File: src/rtl/vegeta_array_ctrl_fp6.sv
`default_nettype none
// ============================================================================
// Module   : vegeta_array_ctrl_fp6
// Brief    : Column-stack sequencer: weight preload, activation stream, drain.
// Revision : 1.0
// ============================================================================
module vegeta_array_ctrl_fp6 #(
   parameter int NUM_ROWS = 4,
   parameter int NUM_COLS = 4,
   parameter int CNT_W    = 16
) (
   input  logic             clk,
   input  logic             rst_n,
   input  logic             cmd_valid,
   output logic             cmd_ready,
   input  logic [1:0]       cmd_gemm_mode,
   input  logic [CNT_W-1:0] cmd_num_act,
   input  logic             w_valid,
   output logic             w_ready,
   input  logic             act_valid,
   output logic             act_ready,
   output logic             act_zero,
   output logic [1:0]       pe_mode,
   output logic [1:0]       pe_gemm_mode,
   output logic             pe_weight_transferring,
   output logic             pe_i_wb,
   output logic             busy,
   output logic             done,
   output logic             err
);

   localparam int C_DRAIN_LEN = NUM_ROWS + NUM_COLS - 1;
   localparam int C_ROW_W     = $clog2(NUM_ROWS + 1);
   localparam int C_DRN_W     = $clog2(C_DRAIN_LEN + 1);

   typedef enum logic [2:0] {
      S_IDLE    = 3'd0,
      S_WLOAD   = 3'd1,
      S_COMPUTE = 3'd2,
      S_DRAIN   = 3'd3,
      S_FIN     = 3'd4
   } state_t;

   state_t             r_state;
   logic [1:0]         r_gemm_mode;
   logic [CNT_W-1:0]   r_num_act;
   logic [C_ROW_W-1:0] r_row_cnt;
   logic [CNT_W-1:0]   r_act_cnt;
   logic [C_DRN_W-1:0] r_drn_cnt;
   logic               r_err_pend;
   logic               r_i_wb;

   // Each counter advances only below its terminal value and the terminal beat
   // leaves the state, so no counter can wrap inside a tile.
   always_ff @(posedge clk) begin
      if (!rst_n) begin
         r_state     <= S_IDLE;
         r_gemm_mode <= 2'b00;
         r_num_act   <= '0;
         r_row_cnt   <= '0;
         r_act_cnt   <= '0;
         r_drn_cnt   <= '0;
         r_err_pend  <= 1'b0;
         r_i_wb      <= 1'b0;
      end else begin
         case (r_state)
            S_IDLE: begin
               if (cmd_valid) begin
                  r_gemm_mode <= cmd_gemm_mode;
                  r_num_act   <= cmd_num_act;
                  r_row_cnt   <= '0;
                  r_act_cnt   <= '0;
                  r_drn_cnt   <= '0;
                  if (cmd_gemm_mode == 2'b11) begin
                     r_err_pend <= 1'b1;
                     r_state    <= S_FIN;
                  end else begin
                     r_err_pend <= 1'b0;
                     r_state    <= S_WLOAD;
                  end
               end
            end
            S_WLOAD: begin
               if (w_valid) begin
                  if (r_row_cnt == C_ROW_W'(NUM_ROWS - 1)) begin
                     r_i_wb  <= ~r_i_wb;
                     r_state <= (r_num_act == '0) ? S_FIN : S_COMPUTE;
                  end else begin
                     r_row_cnt <= r_row_cnt + 1'b1;
                  end
               end
            end
            S_COMPUTE: begin
               if (act_valid) begin
                  if (r_act_cnt == r_num_act - 1'b1) begin
                     r_state <= S_DRAIN;
                  end else begin
                     r_act_cnt <= r_act_cnt + 1'b1;
                  end
               end
            end
            S_DRAIN: begin
               if (r_drn_cnt == C_DRN_W'(C_DRAIN_LEN - 1)) begin
                  r_state <= S_FIN;
               end else begin
                  r_drn_cnt <= r_drn_cnt + 1'b1;
               end
            end
            S_FIN: begin
               r_err_pend <= 1'b0;
               r_state    <= S_IDLE;
            end
            default: r_state <= S_IDLE;
         endcase
      end
   end

   assign cmd_ready              = (r_state == S_IDLE);
   assign w_ready                = (r_state == S_WLOAD);
   assign act_ready              = (r_state == S_COMPUTE);
   assign act_zero               = (r_state == S_DRAIN);
   assign busy                   = (r_state != S_IDLE);
   assign done                   = (r_state == S_FIN);
   assign err                    = (r_state == S_FIN) && r_err_pend;
   assign pe_gemm_mode           = r_gemm_mode;
   assign pe_i_wb                = r_i_wb;
   assign pe_weight_transferring = (r_state == S_WLOAD) && w_valid;

   // A stalled feeder parks the PEs in hold so nothing shifts.
   always_comb begin
      pe_mode = 2'b00;
      if ((r_state == S_WLOAD) && w_valid) begin
         pe_mode = 2'b01;
      end else if (((r_state == S_COMPUTE) && act_valid) || (r_state == S_DRAIN)) begin
         pe_mode = 2'b10;
      end
   end

endmodule
`default_nettype wire

File: config.mk
export PLATFORM = sky130hd
export DESIGN_NAME = vegeta_array_ctrl_fp6
export DESIGN_NICKNAME = d
export VERILOG_FILES = /design/src/rtl/vegeta_array_ctrl_fp6.sv
export SDC_FILE = /design/constraint.sdc
export NUM_CORES = 1
export LEC_CHECK = 0
export ABC_AREA = 1
export CORE_MARGIN = 2
export CORE_UTILIZATION = 55
export CTS_CLUSTER_SIZE = 25
export DETAILED_ROUTE_END_ITERATION = 10
export DONT_BUFFER_PORTS = 1
export PLACE_DENSITY_LB_ADDON = 0.08
export SLEW_MARGIN = 20
export SYNTH_ARGS = -nofsm -noshare
export SYNTH_HDL_FRONTEND = slang
export SYNTH_SLANG_ARGS = --single-unit
File: constraint.sdc
create_clock -name clk -period 3.9 [get_ports clk]
set_input_delay 0.585 -clock clk [delete_from_list [all_inputs] [get_ports clk]]
set_output_delay 0.585 -clock clk [all_outputs]
set_load 0.005 [all_outputs]
# After elaboration in Yosys (flattened, before gate mapping)
# Cells that the tools add are included.
[word_totals]
register_bits = 45
in_bits = 23
out_inout_bits = 13
wordCells = 72
[op_classes]
addsub = 4
n_eq_ne = 17
n_mux = 24
bitwise = 1
n_reduce_logical = 18
[ops]
columns = ["operator", "n"]
rows = [
  ["$mux W16", 3],
  ["$mux W3", 12],
  ["$pmux W16 S2", 1],
  ["$add A16 B1 Y16 const B", 1],
  ["$eq A16 B16 Y1", 1],
  ["$logic_not A16 Y1", 1],
  ["$sub A16 B1 Y16 const B", 1],
  ["$ne A2 B2 Y1 const B", 6],
  ["$pmux W3 S2", 2],
  ["$pmux W3 S4", 1],
  ["$eq A3 B2 Y1 const B", 3],
  ["$reduce_and A4 Y1", 2],
  ["$reduce_bool A2 Y1", 4],
  ["$add A3 B1 Y3 const B", 2],
  ["$eq A3 B3 Y1 const B", 2],
  ["$ne A2 B1 Y1 const B", 3],
  ["$reduce_and A3 Y1", 2],
  ["$reduce_and A6 Y1", 1],
  ["$mux W2", 2],
  ["$reduce_and A2 Y1", 2],
  ["$eq A3 B1 Y1 const B", 1],
  ["$logic_and A1 B1 Y1", 3],
  ["$logic_not A3 Y1", 1],
  ["$reduce_bool A3 Y1", 1],
  ["5 further kinds", 6],
]

# Longest topological paths before layout
# Gate-level depths: netlist of run 1.
[logic_depth]
ltp_word = 5
depth_mapped = 17
ltp_nobuf = 17

# Worst setup path after synthesis of run 1
# No wires, ideal clock.
[synth_path]
path_kind = "register to output"
from = "register r_state[0]"
to = "output port pe_mode[1]"
arrival_time_ns = 1.359
required_ns = 3.315
slack_ns = 1.956
path_stages_with_launch = 7
n_path_buf = 1
cell_sequence = "dfxtp_1 -> nor2_1 -> inv_1 -> nor2_1 -> inv_1 -> clkbuf_1 -> o21ai_0"
[synth_between]
elab_chain_cells = 5
word_cells_on_any_way = 8
classes_between = "3 x eq/ne; 2 x mux; 3 x reduce/logical"
[synth_lines]
columns = ["element", "line_no", "text"]
rows = [
  ["from (decl)", "44", "state_t r_state;"],
  ["from (signal assigned)", "87", "r_state <= (r_num_act == '0) ? S_FIN : S_COMPUTE;"],
  ["$eq A3 B2 Y1", "-", ""],
  ["net act_ready", "21", "output logic act_ready,"],
  ["$logic_and A1 B1 Y1", "134", "end else if (((r_state == S_COMPUTE) && act_valid) || (r_state == S_DRAIN)) begin"],
  ["$logic_or A1 B1 Y1", "134", ""],
  ["$mux W2", "134", ""],
  ["$mux W2", "132", "if ((r_state == S_WLOAD) && w_valid) begin"],
  ["to (decl)", "23", "output logic [1:0] pe_mode,"],
]
# The timed path passes the listed nets, and every way through them passes these cells.

# Worst setup path in the final report of run 1
# Ends and elaborated chain as after synthesis.

==> results of run 1 <==
## flip-flops by register name (all words and copies together), names as in the netlist
signal	cells
r_state	3
r_act_cnt	16
r_row_cnt	3
pe_gemm_mode	2
r_num_act	16
pe_i_wb	1
r_err_pend	1
r_drn_cnt	3
## logic make-up (layout without fill, tap and decap cells)
kind of cell               Yosys count  after routing  synth area share [%]
AOI/OAI and AO/OA                   75             75                  13.6
xor gates and xnor gates            24             24                  7.17
adders and majority gates            7              7                  2.99
buffers and inverters               65             62                  8.97
DFF                                 45             45                  30.7
and+or+nand+nor                    234            234                  36.6
## routing by layer
metal | GRT usage, % | vias to the layer above
met1 | 30.9 | 1249
met4 | 5.89 | 0
met5 | 0 | -
met2 | 42.7 | 51
li1 | - | 1450
met3 | 4.71 | 5
## path summary, 6_finish.rpt
check | slack [ps] | to | cells after the start | startpoint
setup reg to reg | 1710 | r_state[1]$_SDFFE_PN0P_ | 10 | r_num_act[0]$_SDFFE_PN0P_
setup / recovery | 1210 | pe_mode[1] | 5 | r_state[0]$_SDFFE_PN0P_
hold / removal | 410 | r_state[0]$_SDFFE_PN0P_ | 2 | rst_n
hold reg to reg | 480 | r_row_cnt[2]$_SDFFE_PN0P_ | 2 | r_row_cnt[2]$_SDFFE_PN0P_
## cell usage after synthesis (3+ instances only)
master     n  area share [%]
nand3_1   36             6.1
nand2_1   99              13
ha_1       7             3.0
nor2_2     8             1.7
nor4_1     6             1.3
a21oi_1   42             7.2
inv_2      4            0.51
nand3b_1   5             1.3
inv_1     48             6.1
dfxtp_1   45              31
xnor2_1   11             3.3
xor2_1    13             3.9
nand4_1    3            0.64
nor3_1     8             1.4
clkbuf_1   7            0.90
nor2_1    55             7.0
o21ai_0   25             4.3
## through the flow
step           instance area [µm²]  utilization [%]  cells  setup WS [ps]
5_1_grt                       3080             59.9    517           1060
3_3_place_gp                  2960             57.5    509           1540
3_5_place_dp                  2960             57.5    509           1590
2_1_floorplan                 2930                -    450           1960
6_report                      3080             59.9    517           1210
4_1_cts                       3080             59.9    517           1230
## power by group
group	internal, mW	leakage [nW]	switching (mW)
Sequential	0.547	0.368	0.0934
Combinational	0.313	0.804	0.670
Clock	0.208	0.0574	0.166
Total	1.07	1.23	0.930
## worst max-delay path, cell delays in order, from the launching register on
cell,delay [ps]
dfxtp_1,370
nor2_1,140
inv_1,70
nor2_1,460
inv_1,430
o21ai_0,320
## cell type report
class                           instances  area, µm²
Inverter                               54        203
Fill cell                             539       2060
Sequential cell                        45        901
Multi-Input combinational cell        340       1770
Clock inverter                          2       37.5
Clock buffer                            6       82.6
Tap cell                               70       87.6
==> impl_metrics.toml, run 1 <==
[yosys]
yosysSeqAreaShare_pct = 30.7
ys_seq_elements = 45
synthArstFlopShare_pct = 0
synth.distinct_cells = 37
synth-edff-count = 0
syn_nets = 480
netlist_area_mm2 = 0.00293
ys_warn_count = 0
syn_inst = 450
syn_avg_cell_area_um2 = 6.51
synth_flop_cell = "dfxtp_1"

[clocking]
clk_pin_slew_ps = 90
post_cts_buffers = 0
clockRootBuffer = "clkbuf_8"
post_cts_resized = 0
cts-hold-fix-buffers = 0
max-clock-path-buffers = 2
cts.sinks = 45
clk_latency_ps = 300
cts-buffers-inserted = 5
cts_tree = "done"
htreeDepth = 2

[drt]
drt_iter0_markers = 114
wl_met2_um = 3300
top_layer = "met4"
num_vias = 2755
wl_per_cell_um = 13.4
via_per_inst = 5.33
drt-pass1-iter-count = 4
remaining_drc_errors = 0
met1_length_um = 3280
met3_length_um = 262
wirelength_um = 6910
antenna_left = 0

[power_and_ir_drop]
total_power_mw = 2.00
power_leakage_nw = 1.23
powerDensity_mw_per_mm2 = 649
ir_worst_vdd_mv = 0.393

[cells_and_area]
diodes = 0
layout_commonest_cell = "nand2_1"
nets = 476
syn_to_final_growth_pct = 5.04
final_cell_mix = "99 x nand2_1, 55 x nor2_1, 48 x inv_1"
layout-drive-gt1-share_pct = 6.49

[setup_path]
arrival_ps = 2110
worstSetupPathType = "reg2out"
endpoint_kind = "output pin"
path_max_fanout = 16
critPathRequiredTime_ps = 3310
cp-start-kind = "register"

[sta]
setup_tns_ps = 0
fin_skew_ps = 4.08
setup_violations = 0
fin_crit_ps = 2690
timing.fmax_mhz = 372
tightest_slew_ps = 595
rsz0062_at_grt = "false"
timing.hold.ws_ps = 405
hold_viol = 0
post-route-period-util_pct = 69.0
maxSlewViolCount = 0
max_slew_margin_pct = 60.2

[floorplan]
num_rows = 26
core-area_mm2 = 0.00514
io-pin-count = 36
start_util_pct = 57.0
die_area_mm2 = 0.00593
die_y_um = 77.0
die_w_um = 77.0

[global_routing]
grt_overflow = 0
grt_pass1_wl_um = 11800
grt_util_all_layers_pct = 24.4
antenna_found_initial = 0
first_global_vias = 2523
grt_start_max_net_pins = 36

[placed_design]
place_congestion = 0.895
numPortBuffers = 0
dpl.hpwl_um = 5290

[outcome]
status = "finished clean"

[flow_run]
drv_cap = 0

[min_path]
hold_path_class = "in2reg"
No activity file was read; power rests on OpenSTA's default activity.
==> run 2: changes to the inputs <==
==> constraint.sdc (replaced) <==
create_clock -name clk -period 2.45 [get_ports clk]
set_input_delay 0.3675 -clock clk [delete_from_list [all_inputs] [get_ports clk]]
set_output_delay 0.3675 -clock clk [all_outputs]
set_load 0.005 [all_outputs]
==> impl_metrics.toml, run 2 (synthesis results as in run 1) <==
[drt]
remaining_drc_errors = 0
drt-pass1-iter-count = 5
wl_per_cell_um = 13.4
drt_iter0_markers = 194
antenna_left = 0
via_per_inst = 5.45
wirelength_um = 6960
num_vias = 2825

[setup_path]
worst_path_max_delay_cell = "nor2_1"
cp-start-kind = "register"
endpoint_kind = "output pin"
reg2reg_slack_ps = 320
critPathRequiredTime_ps = 2080
cp_cell_sequence = "nor2_1 -> inv_1 -> nor2_1 -> inv_2 -> o21ai_0"
arrival_ps = 1870
crit_buf_inv = 2
path_delay_family = "simple AND/OR/NAND/NOR gates"
crit_top_cell = "nor2_1"
worstSetupPathType = "reg2out"
path_max_fanout = 16
slowest_delay_ps = 450

[sta]
hold_viol = 0
timing.hold.ws_ps = 193
post-route-period-util_pct = 91.2
fin_crit_ps = 2230
setup_tns_ps = 0
max_slew_margin_pct = 61.6
timing.fmax_mhz = 448
setup_violations = 0
rsz0062_at_grt = "false"
fin_skew_ps = 9.26
maxSlewViolCount = 0
tightest_slew_ps = 573
fin_ws_ps = 216

[floorplan]
die_w_um = 77.0
die_y_um = 77.0
die_area_mm2 = 0.00593
core-area_mm2 = 0.00514
io-pin-count = 36
num_rows = 26
start_util_pct = 57.0

[placed_design]
numPortBuffers = 0
place_congestion = 0.924
place_area_mm2 = 0.00297
pre_cts_slack_ps = 350
place_inst = 510
dpl.hpwl_um = 5270

[clocking]
cts_tree = "done"
clockRootBuffer = "clkbuf_8"
clk_latency_ps = 300
max-clock-path-buffers = 2
cts.sinks = 45
htreeDepth = 2
cts-buffers-inserted = 5
clk_pin_slew_ps = 90
cts-hold-fix-buffers = 0

[power_and_ir_drop]
powerDensity_mw_per_mm2 = 1000
power_leakage_nw = 1.21
total_power_mw = 3.05
ir_worst_vdd_mv = 0.702

[cells_and_area]
layout-drive-gt1-share_pct = 6.70
syn_to_final_growth_pct = 4.18
final_cell_area_mm2 = 0.00305
layout_commonest_cell = "nand2_1"
num-fill-cells = 523
final_util_pct = 59.4
diodes = 0
final_cells = 518
final_cell_mix = "99 x nand2_1, 55 x nor2_1, 47 x inv_1"
largestRegisters = "r_act_cnt (16), r_num_act (16)"
nets = 477

[global_routing]
grt_pass1_wl_um = 12000
antenna_found_initial = 0
grt_util_all_layers_pct = 24.8
grt_overflow = 0
grt_start_max_net_pins = 36
first_global_vias = 2605

[min_path]
hold_path_class = "in2reg"

[outcome]
status = "finished clean"

[flow_run]
drv_cap = 0
[run 2: cell count changes in the layout (fill, tap and decap cells not counted)]
cell,before,now
buf_4,0,1
bufinv_16,1,0
clkbuf_1,0,1
clkbuf_8,6,5
clkinvlp_4,1,2
inv_1,48,47
inv_2,4,5
[run 2: area by class of cell]
cell class | instances | area, µm² | share of cell area (%)
Clock inverter | 2 | 15.0 | 0.492
Sequential cell | 45 | 901 | 29.5
Clock buffer | 6 | 72.6 | 2.38
Inverter | 54 | 203 | 6.64
Timing Repair Buffer | 1 | 7.51 | 0.246
Multi-Input combinational cell | 340 | 1770 | 57.9
Tap cell | 70 | 87.6 | 2.87
[run 2: final timing paths]
kind	start	end	cells past startpoint
worst max-delay path	r_state[0]$_SDFFE_PN0P_	pe_mode[1]	5
worst max register to register	r_num_act[0]$_SDFFE_PN0P_	r_state[2]$_SDFFE_PN0P_	11
worst min-delay path	rst_n	r_state[0]$_SDFFE_PN0P_	2
worst min register to register	r_row_cnt[1]$_SDFFE_PN0P_	r_row_cnt[1]$_SDFFE_PN0P_	2
[run 2: metal layers]
layer / part of all wire, % / vias up / GRT usage, %
li1: - / 1449 / -
met1: 47 / 1280 / 32.6
met2: 47 / 85 / 41.3
met3: 5.4 / 11 / 5.18
met4: 1.3 / 0 / 6.61
met5: 0 / - / 0
[run 2: report_power, final]
part	total, mW	switching (mW)	internal (mW)
logic	1.57	1.07	0.500
clock network	0.463	0.262	0.201
registers	1.02	0.148	0.870
total	3.05	1.48	1.57
[run 2: timing repair]
action / CTS / global route
buffers inserted: 0 / 0
setup endpoints to repair: 0 / 1
resized for setup: 0 / 1
endpoints found under the hold margin: 0 / 0
[run 2: worst register-to-register path, cell delays in order (launching register included)]
cell and delay (ps):
dfxtp_1 370, inv_2 80, ha_1 230, or2_1 250, nand3_1 70, nand2_1 50
nand3b_1 150, nor2_2 150, nand3_2 110, a21boi_0 410, nand2_1 110, nor2_1 100
==> run 3: changes to the inputs <==
--- a/config.mk
+++ b/config.mk
@@ -5,7 +5,6 @@
 export SDC_FILE = /design/constraint.sdc
 export NUM_CORES = 1
 export LEC_CHECK = 0
-export ABC_AREA = 1
 export CORE_MARGIN = 2
 export CORE_UTILIZATION = 55
 export CTS_CLUSTER_SIZE = 25
==> impl_metrics.toml, run 3 <==
[sta]
setup_tns_ps = -4430
post-route-period-util_pct = 112
timing.hold.ws_ps = 202
maxSlewViolCount = 0
hold_viol = 0
fin_crit_ps = 2750
tightest_slew_ps = 516
timing.fmax_mhz = 364
max_slew_margin_pct = 65.3
fin_ws_ps = -296
setup_violations = 17
fin_skew_ps = 6.43
rsz0062_at_grt = "true"

[setup_path]
worst_path_max_delay_cell = "or4_4"
cp_cell_sequence = "inv_2 -> ha_4 -> or3b_4 -> or4_4 -> a2111oi_4 -> nand4b_1 -> nor4_4 -> buf_4 -> buf_6 -> or3_1 -> a21oi_1"
reg2reg_slack_ps = -300
cp-start-kind = "register"
endpoint_kind = "register"
path_max_fanout = 7
slowest_delay_ps = 500
arrival_ps = 2930
path_delay_family = "simple AND/OR/NAND/NOR gates"
reg2reg_depth = 11
critPathRequiredTime_ps = 2630
crit_buf_inv = 3
crit_cells = 11
worstSetupPathType = "reg2reg"

[floorplan]
core-area_mm2 = 0.00501
die_y_um = 75.5
io-pin-count = 36
die_w_um = 75.5
die_area_mm2 = 0.00569
num_rows = 26
start_util_pct = 56.1

[outcome]
status = "finished, violations left"
violations = "setup timing"

[cells_and_area]
nets = 401
final_cell_area_mm2 = 0.00324
final_util_pct = 64.7
final_cells = 442
num-fill-cells = 465
layout_commonest_cell = "nand2_1"
diodes = 0
largestRegisters = "r_act_cnt (16), r_num_act (16)"
layout-drive-gt1-share_pct = 22.6
syn_to_final_growth_pct = 15.4
final_cell_mix = "60 x nand2_1, 43 x dfxtp_1, 34 x buf_4"

[yosys]
yosysSeqAreaShare_pct = 32.1
synth_common_cells = "61 x nand2_1, 45 x dfxtp_1, 18 x a21boi_0"
synthArstFlopShare_pct = 0
syn_avg_cell_area_um2 = 8.03
synth_top_area_cell = "dfxtp_1"
ys_seq_elements = 45
synth-edff-count = 0
syn_inst = 350
ys_warn_count = 0
synth.distinct_cells = 55
synth.most_common_cell = "nand2_1"
ys_top_cells_by_area = "dfxtp_1 32%, nand2_1 8.2%, a21boi_0 4.8%"
synth_flop_cell = "dfxtp_1"
yosys.area.top_type_share_pct = 32.1
netlist_area_mm2 = 0.00281
syn_nets = 380

[global_routing]
use_met3_pct = 4.76
antenna_found_initial = 0
first_global_vias = 2236
use_met1_pct = 28.9
grt_overflow = 0
grtUsageMet2_pct = 41.4
busiest_layer = "met2"
grt_pass1_wl_um = 10300
grt_start_max_net_pins = 31
grt_util_all_layers_pct = 23.5

[min_path]
worstHoldPathCells = 1
hold_path_class = "in2reg"

[power_and_ir_drop]
total_power_mw = 2.96
powerDensity_mw_per_mm2 = 914
power_leakage_nw = 1.21
ir_worst_vdd_mv = 0.674

[placed_design]
place_congestion = 0.829
numPortBuffers = 0
pre_cts_slack_ps = -338
place_area_mm2 = 0.00303
place_inst = 428
dpl.hpwl_um = 4770

[clocking]
cts-buffers-inserted = 5
clk_pin_slew_ps = 80
clockRootBuffer = "clkbuf_8"
htreeDepth = 2
cts.sinks = 45
clk_latency_ps = 300
max-clock-path-buffers = 2
cts-hold-fix-buffers = 0
cts_tree = "done"

[drt]
remaining_drc_errors = 0
antenna_left = 0
drt-pass1-iter-count = 4
via_per_inst = 5.79
num_vias = 2557
wl_per_cell_um = 14.8
drt_iter0_markers = 149
wirelength_um = 6530

[flow_run]
drv_cap = 0
-- run 3: cell count changes after synthesis, sizes merged, moves of 7 or more --
cell and delta:
a21boi +17, or4 +9, nor2 -50, or3 +15, and2 +11, o21ai -10
nand2 -42, a21oi -23, clkbuf +7, nand3 -29, inv -43
-- run 3: routing by layer --
layer	wire [µm]	share of wire (%)
met1	2790	43
met2	3330	51
met3	330	5.1
met4	68	1.0
met5	0	0
-- run 3: layout make-up --
cell class	instances	area (µm²)	area share [%]
Tap cell	70	87.6	2.70
Multi-Input combinational cell	272	1830	56.6
Sequential cell	45	903	27.9
Clock buffer	6	72.6	2.24
Timing Repair Buffer	38	300	9.27
Inverter	9	33.8	1.04
Clock inverter	2	10.0	0.309
-- run 3: report_power, final --
| part | internal [mW] | total (mW) | switching (mW) |
|---|---|---|---|
| sequential | 0.837 | 0.952 | 0.115 |
| combinational | 0.696 | 1.57 | 0.870 |
| clock | 0.198 | 0.445 | 0.247 |
-- run 3: final timing paths --
check                                             startpoint                           end
worst max-delay path               r_num_act[1]$_SDFFE_PN0P_     r_act_cnt[5]$_SDFFE_PN0P_
worst min-delay path                                   rst_n       r_state[1]$_SDFFE_PN0P_
worst max register to register     r_num_act[1]$_SDFFE_PN0P_     r_act_cnt[5]$_SDFFE_PN0P_
worst min register to register  pe_gemm_mode[0]$_SDFFE_PN0P_  pe_gemm_mode[0]$_SDFFE_PN0P_
-- run 3: logic make-up after synthesis --
kind of cell,Yosys count,share of synthesized area [%]
AO/OA/AOI/OAI,76,19.6
adder cells (fa/ha/maj),7,3.12
flip-flops,45,32.1
multiplexers,1,0.356
AND/OR/NAND/NOR,166,31.7
buffers and inverters,33,6.32
XOR/XNOR,22,6.86
-- run 3: repair_timing --
| item | CTS | global route |
|---|---|---|
| setup buffers | 4 | 1 |
| gates cloned | 2 | 0 |
| pin swaps | 20 | 10 |
| endpoints found under the setup margin | 17 | 17 |
| resized for setup | 15 | 8 |
